===== config.mk =====
export PLATFORM = sky130hd
export DESIGN_NAME = kamus_mc_cu
export DESIGN_NICKNAME = d
export VERILOG_FILES = /design/src/rtl/kamus_mc_cu.sv
export SDC_FILE = /design/constraint.sdc
export NUM_CORES = 1
export LEC_CHECK = 0
export CORE_MARGIN = 2
export CORE_UTILIZATION = 45
export CTS_CLUSTER_DIAMETER = 80
export DETAILED_ROUTE_END_ITERATION = 10
export GPL_TIMING_DRIVEN = 0
export PLACE_DENSITY = 0.82
export SLEW_MARGIN = 20
export SYNTH_ARGS = -nofsm -noshare
export SYNTH_HDL_FRONTEND = slang
export SYNTH_SLANG_ARGS = --single-unit

===== constraint.sdc =====
create_clock -name clk_i -period 2.35 [get_ports clk_i]
set_input_delay 0.3525 -clock clk_i [delete_from_list [all_inputs] [get_ports clk_i]]
set_output_delay 0.3525 -clock clk_i [all_outputs]
set_load 0.01 [all_outputs]

===== src/rtl/kamus_mc_cu.sv =====
// Multi-cycle control unit: sequences fetch, decode, execute, memory and
// writeback, with a bounded wait on each memory handshake.
module kamus_mc_cu #(
  parameter int MEM_TIMEOUT = 15,
  parameter int TO_W        = $clog2(MEM_TIMEOUT + 1)
) (
  input  logic       clk_i,
  input  logic       rst_ni,
  input  logic [2:0] op_class_i,
  input  logic       branch_taken_i,
  input  logic       stall_i,
  output logic       imem_req_o,
  input  logic       imem_ack_i,
  output logic       dmem_req_o,
  output logic       dmem_we_o,
  input  logic       dmem_ack_i,
  output logic       ir_we_o,
  output logic       rf_we_o,
  output logic [1:0] wb_sel_o,
  output logic       pc_we_o,
  output logic [1:0] pc_sel_o,
  output logic       err_o,
  output logic [2:0] state_o
);

  typedef enum logic [2:0] {
    S_FETCH  = 3'd0,
    S_DECODE = 3'd1,
    S_EXEC   = 3'd2,
    S_MEM    = 3'd3,
    S_WB     = 3'd4,
    S_ERROR  = 3'd7
  } state_t;

  localparam logic [2:0] C_ALU   = 3'd0;
  localparam logic [2:0] C_LOAD  = 3'd1;
  localparam logic [2:0] C_STORE = 3'd2;
  localparam logic [2:0] C_BR    = 3'd3;
  localparam logic [2:0] C_JMP   = 3'd4;

  localparam logic [TO_W-1:0] W_LIM = TO_W'(MEM_TIMEOUT - 1);

  state_t          r_state;
  logic [TO_W-1:0] r_cnt;
  logic [2:0]      r_cls;
  logic            r_taken;

  logic w_mem_op;
  logic w_wr;
  logic w_go;

  assign w_mem_op = (r_cls == C_LOAD) || (r_cls == C_STORE);
  assign w_wr     = (r_cls == C_ALU) || (r_cls == C_LOAD)
                 || (r_cls == C_JMP);

  // The limit is checked against the pre-increment count so that an ack
  // on the final allowed cycle still completes the access.
  always_ff @(posedge clk_i or negedge rst_ni) begin
    if (!rst_ni) begin
      r_state <= S_FETCH;
      r_cnt   <= '0;
      r_cls   <= C_ALU;
      r_taken <= 1'b0;
    end else begin
      unique case (r_state)
        S_FETCH: begin
          if (imem_ack_i)          r_state <= S_DECODE;
          else if (r_cnt == W_LIM) r_state <= S_ERROR;
          else                     r_cnt   <= r_cnt + 1'b1;
        end
        S_DECODE: begin
          if (!stall_i) begin
            r_cls   <= op_class_i;
            r_state <= (op_class_i > C_JMP) ? S_ERROR : S_EXEC;
          end
        end
        S_EXEC: begin
          if (!stall_i) begin
            r_taken <= branch_taken_i;
            if (w_mem_op) begin
              r_state <= S_MEM;
              r_cnt   <= '0;
            end else begin
              r_state <= S_WB;
            end
          end
        end
        S_MEM: begin
          if (dmem_ack_i)          r_state <= S_WB;
          else if (r_cnt == W_LIM) r_state <= S_ERROR;
          else                     r_cnt   <= r_cnt + 1'b1;
        end
        S_WB: begin
          if (!stall_i) begin
            r_state <= S_FETCH;
            r_cnt   <= '0;
          end
        end
        S_ERROR: r_state <= S_ERROR;
        default: r_state <= S_ERROR;
      endcase
    end
  end

  // Outputs are gated by reset so an in-flight access drops immediately.
  assign w_go = rst_ni && (r_state == S_WB) && !stall_i;

  always_comb begin
    imem_req_o = 1'b0;
    dmem_req_o = 1'b0;
    dmem_we_o  = 1'b0;
    ir_we_o    = 1'b0;
    rf_we_o    = 1'b0;
    pc_we_o    = 1'b0;
    wb_sel_o   = 2'd0;
    pc_sel_o   = 2'd0;
    if (rst_ni) begin
      unique case (r_state)
        S_FETCH: begin
          imem_req_o = 1'b1;
          ir_we_o    = imem_ack_i;
        end
        S_MEM: begin
          dmem_req_o = 1'b1;
          dmem_we_o  = (r_cls == C_STORE);
        end
        default: ;
      endcase
    end
    if (w_go) begin
      pc_we_o = 1'b1;
      rf_we_o = w_wr;
    end
    if (rst_ni && r_state == S_WB) begin
      unique case (1'b1)
        (r_cls == C_JMP):         pc_sel_o = 2'd2;
        (r_cls == C_BR) && r_taken: pc_sel_o = 2'd1;
        default:                  pc_sel_o = 2'd0;
      endcase
    end
    if (rf_we_o) begin
      unique case (1'b1)
        (r_cls == C_LOAD): wb_sel_o = 2'd1;
        (r_cls == C_JMP):  wb_sel_o = 2'd2;
        default:           wb_sel_o = 2'd0;
      endcase
    end
  end

  assign err_o   = (r_state == S_ERROR);
  assign state_o = r_state;

endmodule


# --- After elaboration in Yosys (flattened, before gate mapping) ---
# Cells that the tools add are included.
totals:
  reg_bits: 11
  inputBits: 9
  output_inout_bits: 14
  wordCells: 67
op_classes:
  addsub: 1
  magnitude_cmp: 1
  n_eq_ne: 16
  muxes: 30
  bitwise_logic: 1
  reduce_logical: 14
op_table:
  columns: ["op", "n"]
  rows:
  - ["$mux 3", 8]
  - ["$mux 4", 6]
  - ["$pmux 4 s4", 1]
  - ["$pmux 3 s5", 1]
  - ["$eq 3x2->1 const B", 4]
  - ["$ne 2x2->1 const B", 6]
  - ["$mux 1", 10]
  - ["$eq 3x3->1 const B", 3]
  - ["$pmux 2 s2", 2]
  - ["$eq 3x1->1 const B", 2]
  - ["$logic_not 3->1", 2]
  - ["$reduce_and 6->1", 1]
  - ["$add 4x1->4 const B", 1]
  - ["$eq 4x4->1 const B", 1]
  - ["$mux 2", 2]
  - ["$reduce_and 2->1", 2]
  - ["$reduce_bool 4->1", 1]
  - ["$gt 3x3->1 const B", 1]
  - ["$logic_and 1x1->1", 3]
  - ["$logic_or 1x1->1", 3]
  - ["$reduce_and 3->1", 1]
  - ["$logic_not 1->1", 1]
  - ["$not 1->1", 1]

# --- Logic depth before layout (Yosys ltp) ---
# Gate-level depths: netlist of run 1.
logic_depth:
  depth_word: 5
  ltp_mapped: 7

# --- Least setup slack after synthesis of run 1 ---
# Ideal clock, no wire load.
synth_timing:
  kind: "register -> output"
  start: "register r_state[0], in the netlist state_o[0]"
  end: "output port rf_we_o"
  arrival_ns: 1.610
  path_slack_ns: 0.388
  stages_incl_launch_ff: 5
  path_buffers: 0
  path_cell_list: "dfrtp_1 nor2_1 nand3_1 nor3_1 a21boi_0"
synth_via:
  elab_chain_len: 4
synth_lines:
  columns: ["item", "line", "source"]
  rows:
  - ["start: declaration", "43", "state_t r_state;"]
  - ["start signal: assignment", "74", "r_state <= (op_class_i > C_JMP) ? S_ERROR : S_EXEC;"]
  - ["$eq 3x3->1", "106", "assign w_go = rst_ni && (r_state == S_WB) && !stall_i;"]
  - ["$logic_and 1x1->1 (2 in a row)", "106", null]
  - ["$mux 1", "130", "if (w_go) begin"]
  - ["end: declaration", "18", "output logic rf_we_o,"]
# No other way between the ends.

# --- Worst setup path after layout of run 1 ---
layout_timing:
  start: "register r_state[1], in the netlist state_o[1]"
  end: "output port dmem_we_o"
layout_via:
  elab_chain_len: 3
layout_lines:
  columns: ["item", "line", "source"]
  rows:
  - ["$eq 3x2->1", "118", "unique case (r_state)"]
  - ["$mux 1", "118", null]
  - ["$mux 1", "117", "if (rst_ni) begin"]
  - ["end: declaration", "15", "output logic dmem_we_o,"]
# No other way between the ends.

==> results of run 1 <==
Yosys cell counts:
library cell,number,area share (%)
a2111oi_0,1,0.99
a211o_1,1,0.99
a21boi_0,1,0.85
a21oi_1,5,2.8
a221oi_4,1,3.0
a311o_1,1,1.1
and2_1,2,1.4
and3_1,3,2.1
and3b_1,2,2.0
buf_2,3,1.7
clkbuf_1,2,0.85
dfrtp_1,11,31
ha_1,2,2.8
inv_1,6,2.5
mux2_2,4,5.1
mux2i_1,2,2.3
nand2_1,8,3.4
nand2b_1,3,2.1
nand3_1,3,1.7
nand4b_1,1,0.99
nor2_1,16,6.8
nor3_1,6,3.4
nor3b_1,1,0.85
nor4_1,1,0.71
nor4_4,1,2.4
nor4b_1,1,0.99
nor4b_2,1,1.7
o211ai_1,2,1.7
o21a_1,1,0.85
o21ai_0,8,4.5
o22ai_1,3,2.1
o31a_1,1,0.99
o32a_1,1,1.1
or4_1,1,0.85
xnor2_1,1,0.99
flip-flops by register name (all words and copies together) (netlist names):
| register | cells |
|---|---|
| r_cnt | 4 |
| r_taken | 1 |
| r_cls | 3 |
| state_o | 3 |
layout make-up:
cell class,instances,area share [%]
well taps,27,2.75
clock buffers,3,1.83
multi-input cells,85,47.6
flip-flops and latches,11,22.6
repair buffers,26,20.4
clock inverters,1,0.407
inverters,6,1.83
plain buffers,5,2.54
cell families (layout without fill, tap and decap cells):
group / count (synthesis) / after routing / share of synthesized area (%)
and+or+nand+nor: 50 / 50 / 31.4
AOI/OAI and AO/OA: 26 / 26 / 21.1
DFF: 11 / 11 / 31.2
buffers and inverters: 11 / 41 / 5.10
muxes: 6 / 6 / 7.37
adders and majority gates: 2 / 2 / 2.83
xor gates and xnor gates: 1 / 1 / 0.992
per-layer routing:
layer | global-route usage (%) | vias to the layer above
li1 | - | 447
met1 | 26.1 | 444
met2 | 35.4 | 46
met3 | 2.47 | 4
met4 | 10.5 | 0
met5 | 0 | -
power by group through the flow:
| stage | combinational [uW] | sequential, uW | clock [uW] |
|---|---|---|---|
| final | 174 | 297 | 136 |
| after global routing | 203 | 304 | 150 |
| after CTS | 174 | 293 | 135 |
| after detailed placement | 174 | 296 | 0 |
| after global placement | 163 | 292 | 0 |
| after floorplan | 132 | 281 | 0 |
path summary, 6_finish.rpt:
check                      startpoint          to  cells after the start
max                        state_o[1]   dmem_we_o                      6
min                            rst_ni  state_o[2]                      1
max reg2reg                state_o[1]    r_cnt[3]                      7
min reg2reg                   r_taken     r_taken                      1
max in group asynchronous      rst_ni  state_o[0]                      1
min in group clk_i            r_taken     r_taken                      1
what timing repair did:
action                     CTS  global route
cloned                       0             0
setup buffers                3             2
setup endpoints to repair    9             6
gates resized for setup      8             7
pin swaps                    2             0
stage by stage:
step | utilization [%] | total power [uW] | std cells | area, um^2
after detailed placement | 59.3 | 470 | 155 | 1130
after floorplan | - | 413 | 107 | 883
after CTS | 62.9 | 602 | 162 | 1200
after global routing | 64.7 | 656 | 164 | 1230
after global placement | 59.3 | 455 | 155 | 1130
final | 64.7 | 607 | 164 | 1230
==> flow_summary.yaml, run 1 <==
power_and_ir_drop:
  leakagePower_uw: 0.000513
  p_seq_share_pct: 48.9
  p_int_uw: 386
  switching_power_uw: 221
  comb_power_share_pct: 28.8
  power_density_nw_per_um2: 493
  ir_drop_mv: 0.321
  pwr-share-clk_pct: 22.4
  sw_frac_of_total_pct: 36.4
detailed_routing:
  antenna_left: 0
  wl_met2_um: 1100
  num_vias: 941
  highest_layer: "met4"
  first_pass_iters: 4
  drc: 0
  routed-wl-met3_um: 157
  routed_via_density: 5.74
  finalWirelength_um: 2300
  routedWlPerCell_um: 14.0
  routedLengthMet1_um: 1010
  drt_iter0_markers: 36
critical_path:
  crit_chain: "buf_6, nand2_2, nor2_2, and2_1, and3_1, clkdlybuf4s50_1"
  crit_type: "reg2out"
  cp_slowest_cell: "clkdlybuf4s50_1"
  cpPeakStageDelay_ps: 530
  endpoint_kind: "output pin"
  crit_path_start_kind: "flop"
  path_delay_family: "buffers and inverters"
  worstPathRequired_ps: 2000
  worstPathArrival_ps: 1920
  crit_buf_inv: 2
  r2r_slack_ps: 440
  cp_max_fo: 10
cells_and_area:
  register_area_um2: 278
  final_nets: 149
  final_layout_size_suffix_gt1_share_pct: 19.7
  n_antenna_cell: 0
  area_growth_pct: 39.2
  multi_input_area_um2: 586
  layout_common_cells: "clkdlybuf4s50_1, nor2_1, dfrtp_1, o21ai_0, nand2_1"
  nFillCells: 161
  final_common_cell: "clkdlybuf4s50_1"
clock_tree:
  cts_root_buffer: "clkbuf_4"
  cts_buffers: 3
  cts_tree: "built"
  cts_max_path_buffers: 2
  cts-hold-fix-buffers: 0
  h-tree-depth: 1
  clkTransAtPathRegs_ps: 80
  clock_latency_ps: 280
  cts_sinks: 11
place:
  portBuffers: 21
  gp_congestion: 0.839
  place_ws_ps: -488
  dpl.hpwl_um: 1600
sta:
  setup_viol: 0
  report.final.slew_viol_count: 0
  worst_slack_ps: 78.3
  fmax_mhz: 440
  fin_crit_sh_pct: 96.7
  slew_headroom_pct: 68.5
  fin_hold_ws_ps: 51.4
  tightest_slew_ps: 473
  fin_crit_ps: 2270
  finClkSkew_ps: 4.26
  hold_violations: 0
  fin_setup_tns_ps: 0
global_route:
  grt_max_degree: 15
  overflow: 0
  grt_first_pass_wirelength_um: 3910
  antenna_found_initial: 0
  grt_usage_pct: 20.8
  grt_pass1_vias: 906
min_path:
  hold_class: "in2async"
synth:
  syn-cell-area_um2: 883
  syn-num-nets: 118
  seq_area_frac_synth_pct: 31.2
  synth_cell_types: 35
  ys_seq_elements: 11
  netlist_instances: 107
  synth_area_per_cell_um2: 8.26
  ys.warnings.count: 0
floorplanning:
  core_area_um2: 1900
  dieWidth_um: 48.3
  initial_core_util_pct: 46.4
  fp-row-count: 16
  die_area_um2: 2330
  die_height_um: 48.3
  ioPinCount: 23
status:
  status: "finished, final reports clean"
job:
  maxCapViolations: 0
(Power assumes the default switching activity.)
==> inputs of run 2 (changes only) <==
==> constraint.sdc (replaced) <==
create_clock -name clk_i -period 2.9 [get_ports clk_i]
set_input_delay 0.435 -clock clk_i [delete_from_list [all_inputs] [get_ports clk_i]]
set_output_delay 0.435 -clock clk_i [all_outputs]
set_load 0.01 [all_outputs]
==> run 2 against run 1 <==
Routed wire length shrank 6.6%. Final area shrank 5.9%. Critical path depth shrank 1. Worst setup slack gained 140 ps. Clock skew shrank 0.65 ps. Hold slack lost 15 ps. Final cell count shrank 3.0%. Core utilization shrank 3.8 points. Sequential power shrank 20%. Clock-buffer cell count is the same. Critical path type unchanged. Critical endpoint is now rf_we_o. Largest cell class unchanged.
==> flow_summary.yaml, run 2 (synthesis gave the netlist of run 1 again) <==
status:
  status: "finished, final reports clean"
cells_and_area:
  largest_register_ffs: 4
  layout_common_cells: "clkdlybuf4s50_1, nor2_1, dfrtp_1, nand2_1, o21ai_0"
  final_layout_size_suffix_gt1_share_pct: 12.1
  regMostFlops: "r_cnt"
  area_growth_pct: 31.0
  multi_input_area_um2: 571
  final_nets: 144
  n_antenna_cell: 0
  register_area_um2: 275
  fin_util_pct: 60.9
  final_common_cell: "clkdlybuf4s50_1"
  nFillCells: 164
sta:
  fin_setup_tns_ps: 0
  fin_hold_ws_ps: 36.2
  slew_headroom_pct: 68.5
  setup_viol: 0
  report.final.slew_viol_count: 0
  fin_crit_ps: 2680
  fmax_mhz: 373
  finClkSkew_ps: 3.60
  fin_crit_sh_pct: 92.5
  grt_setup_unrepaired: "false"
  tightest_slew_ps: 472
  hold_violations: 0
detailed_routing:
  antenna_left: 0
  drc: 0
  routed_via_density: 5.81
  finalWirelength_um: 2150
  drt_iter0_markers: 23
  first_pass_iters: 4
  num_vias: 923
  routedWlPerCell_um: 13.5
floorplanning:
  die_height_um: 48.3
  ioPinCount: 23
  fp-row-count: 16
  dieWidth_um: 48.3
  core_area_um2: 1900
  die_area_um2: 2330
  initial_core_util_pct: 46.4
critical_path:
  worstSetupStartpoint: "state_o[0]"
  r2r_start: "state_o[1]"
  crit_chain: "nor2_4, nand3_1, nor3_1, a21boi_0, clkdlybuf4s50_1"
  cp_max_fo: 9
  r2r_slack_ps: 960
  endpoint_kind: "output pin"
  cp_slowest_cell: "clkdlybuf4s50_1"
  cpPeakStageDelay_ps: 560
  r2r-end: "r_cnt[3]"
  r2r_cells: 6
  worstPathRequired_ps: 2470
  crit_path_start_kind: "flop"
  crit_type: "reg2out"
  worstPathArrival_ps: 2250
power_and_ir_drop:
  power_uw: 487
  power_density_nw_per_um2: 421
  ir_drop_mv: 0.259
  leakagePower_uw: 0.000463
clock_tree:
  clock_latency_ps: 270
  cts_buffers: 3
  cts_tree: "built"
  h-tree-depth: 1
  postCtsSetupRepairBufs: 0
  clkTransAtPathRegs_ps: 80
  cts_max_path_buffers: 2
  cts_sinks: 11
  cts_root_buffer: "clkbuf_4"
global_route:
  antenna_found_initial: 0
  grt_usage_pct: 19.5
  grt_first_pass_wirelength_um: 3680
  overflow: 0
  grt_pass1_vias: 872
  grt_max_degree: 15
place:
  gp_congestion: 0.839
  portBuffers: 21
  dpl.hpwl_um: 1600
job:
  maxCapViolations: 0
min_path:
  hold_class: "in2async"
-- run 2: cell types whose count changed in the layout (fill, tap and decap cells not counted), sizes merged --
cell,change
dlymetal6s2s,-1
clkdlybuf4s15,-1
clkdlybuf4s50,+1
buf,-4
-- run 2: final cells by class --
cell class / instances / area share, %
Sequential cell: 11 / 23.8
Inverter: 6 / 1.95
Multi-Input combinational cell: 85 / 49.3
Tap cell: 27 / 2.92
Clock inverter: 1 / 0.432
Timing Repair Buffer: 21 / 17.7
Clock buffer: 3 / 1.95
Buffer: 5 / 1.95
-- run 2: worst max-delay path, delay by kind of cell, from the launching register on --
family,cells,cell delay (ps)
AOI/OAI and AO/OA,1,220
and+or+nand+nor,3,710
DFF,1,490
buffers and inverters,1,560
-- run 2: worst max-delay path by stage --
stage                   end  cells past startpoint  slack, ps
finish              rf_we_o                      5        220
global route        rf_we_o                      5         30
CTS                 rf_we_o                      5        110
detailed placement  rf_we_o                      5       -100
global placement    rf_we_o                      5        -90
floorplan           rf_we_o                      4        860
-- run 2: routing by layer --
metal	track usage, %	part of all wire (%)	vias to the layer above
met2	32.9	47	48
met3	1.85	5.9	4
met1	25.1	46	426
met5	0	0	-
li1	-	-	445
met4	9.52	1.3	0
-- run 2: power breakdown --
group	leakage, uW	internal, uW	switching, uW	total (uW)
Sequential	0.000123	190	47.6	238
Clock	0.0000177	51.1	57.6	109
Combinational	0.000322	70.7	70.0	141
Total	0.000463	312	175	487
-- run 2: per-stage QoR --
step	std cells	setup WS, ps	area, um^2
after floorplan	107	855	883
after global placement	155	-88.5	1130
after detailed placement	155	-103	1130
after CTS	159	110	1160
after global routing	159	26.4	1160
final	159	218	1160
-- run 2: repair_timing --
| item | CTS | global route |
|---|---|---|
| hold buffers | 0 | 0 |
| endpoints found under the setup margin | 3 | 3 |
| cloned | 0 | 0 |
| resized for setup | 2 | 3 |
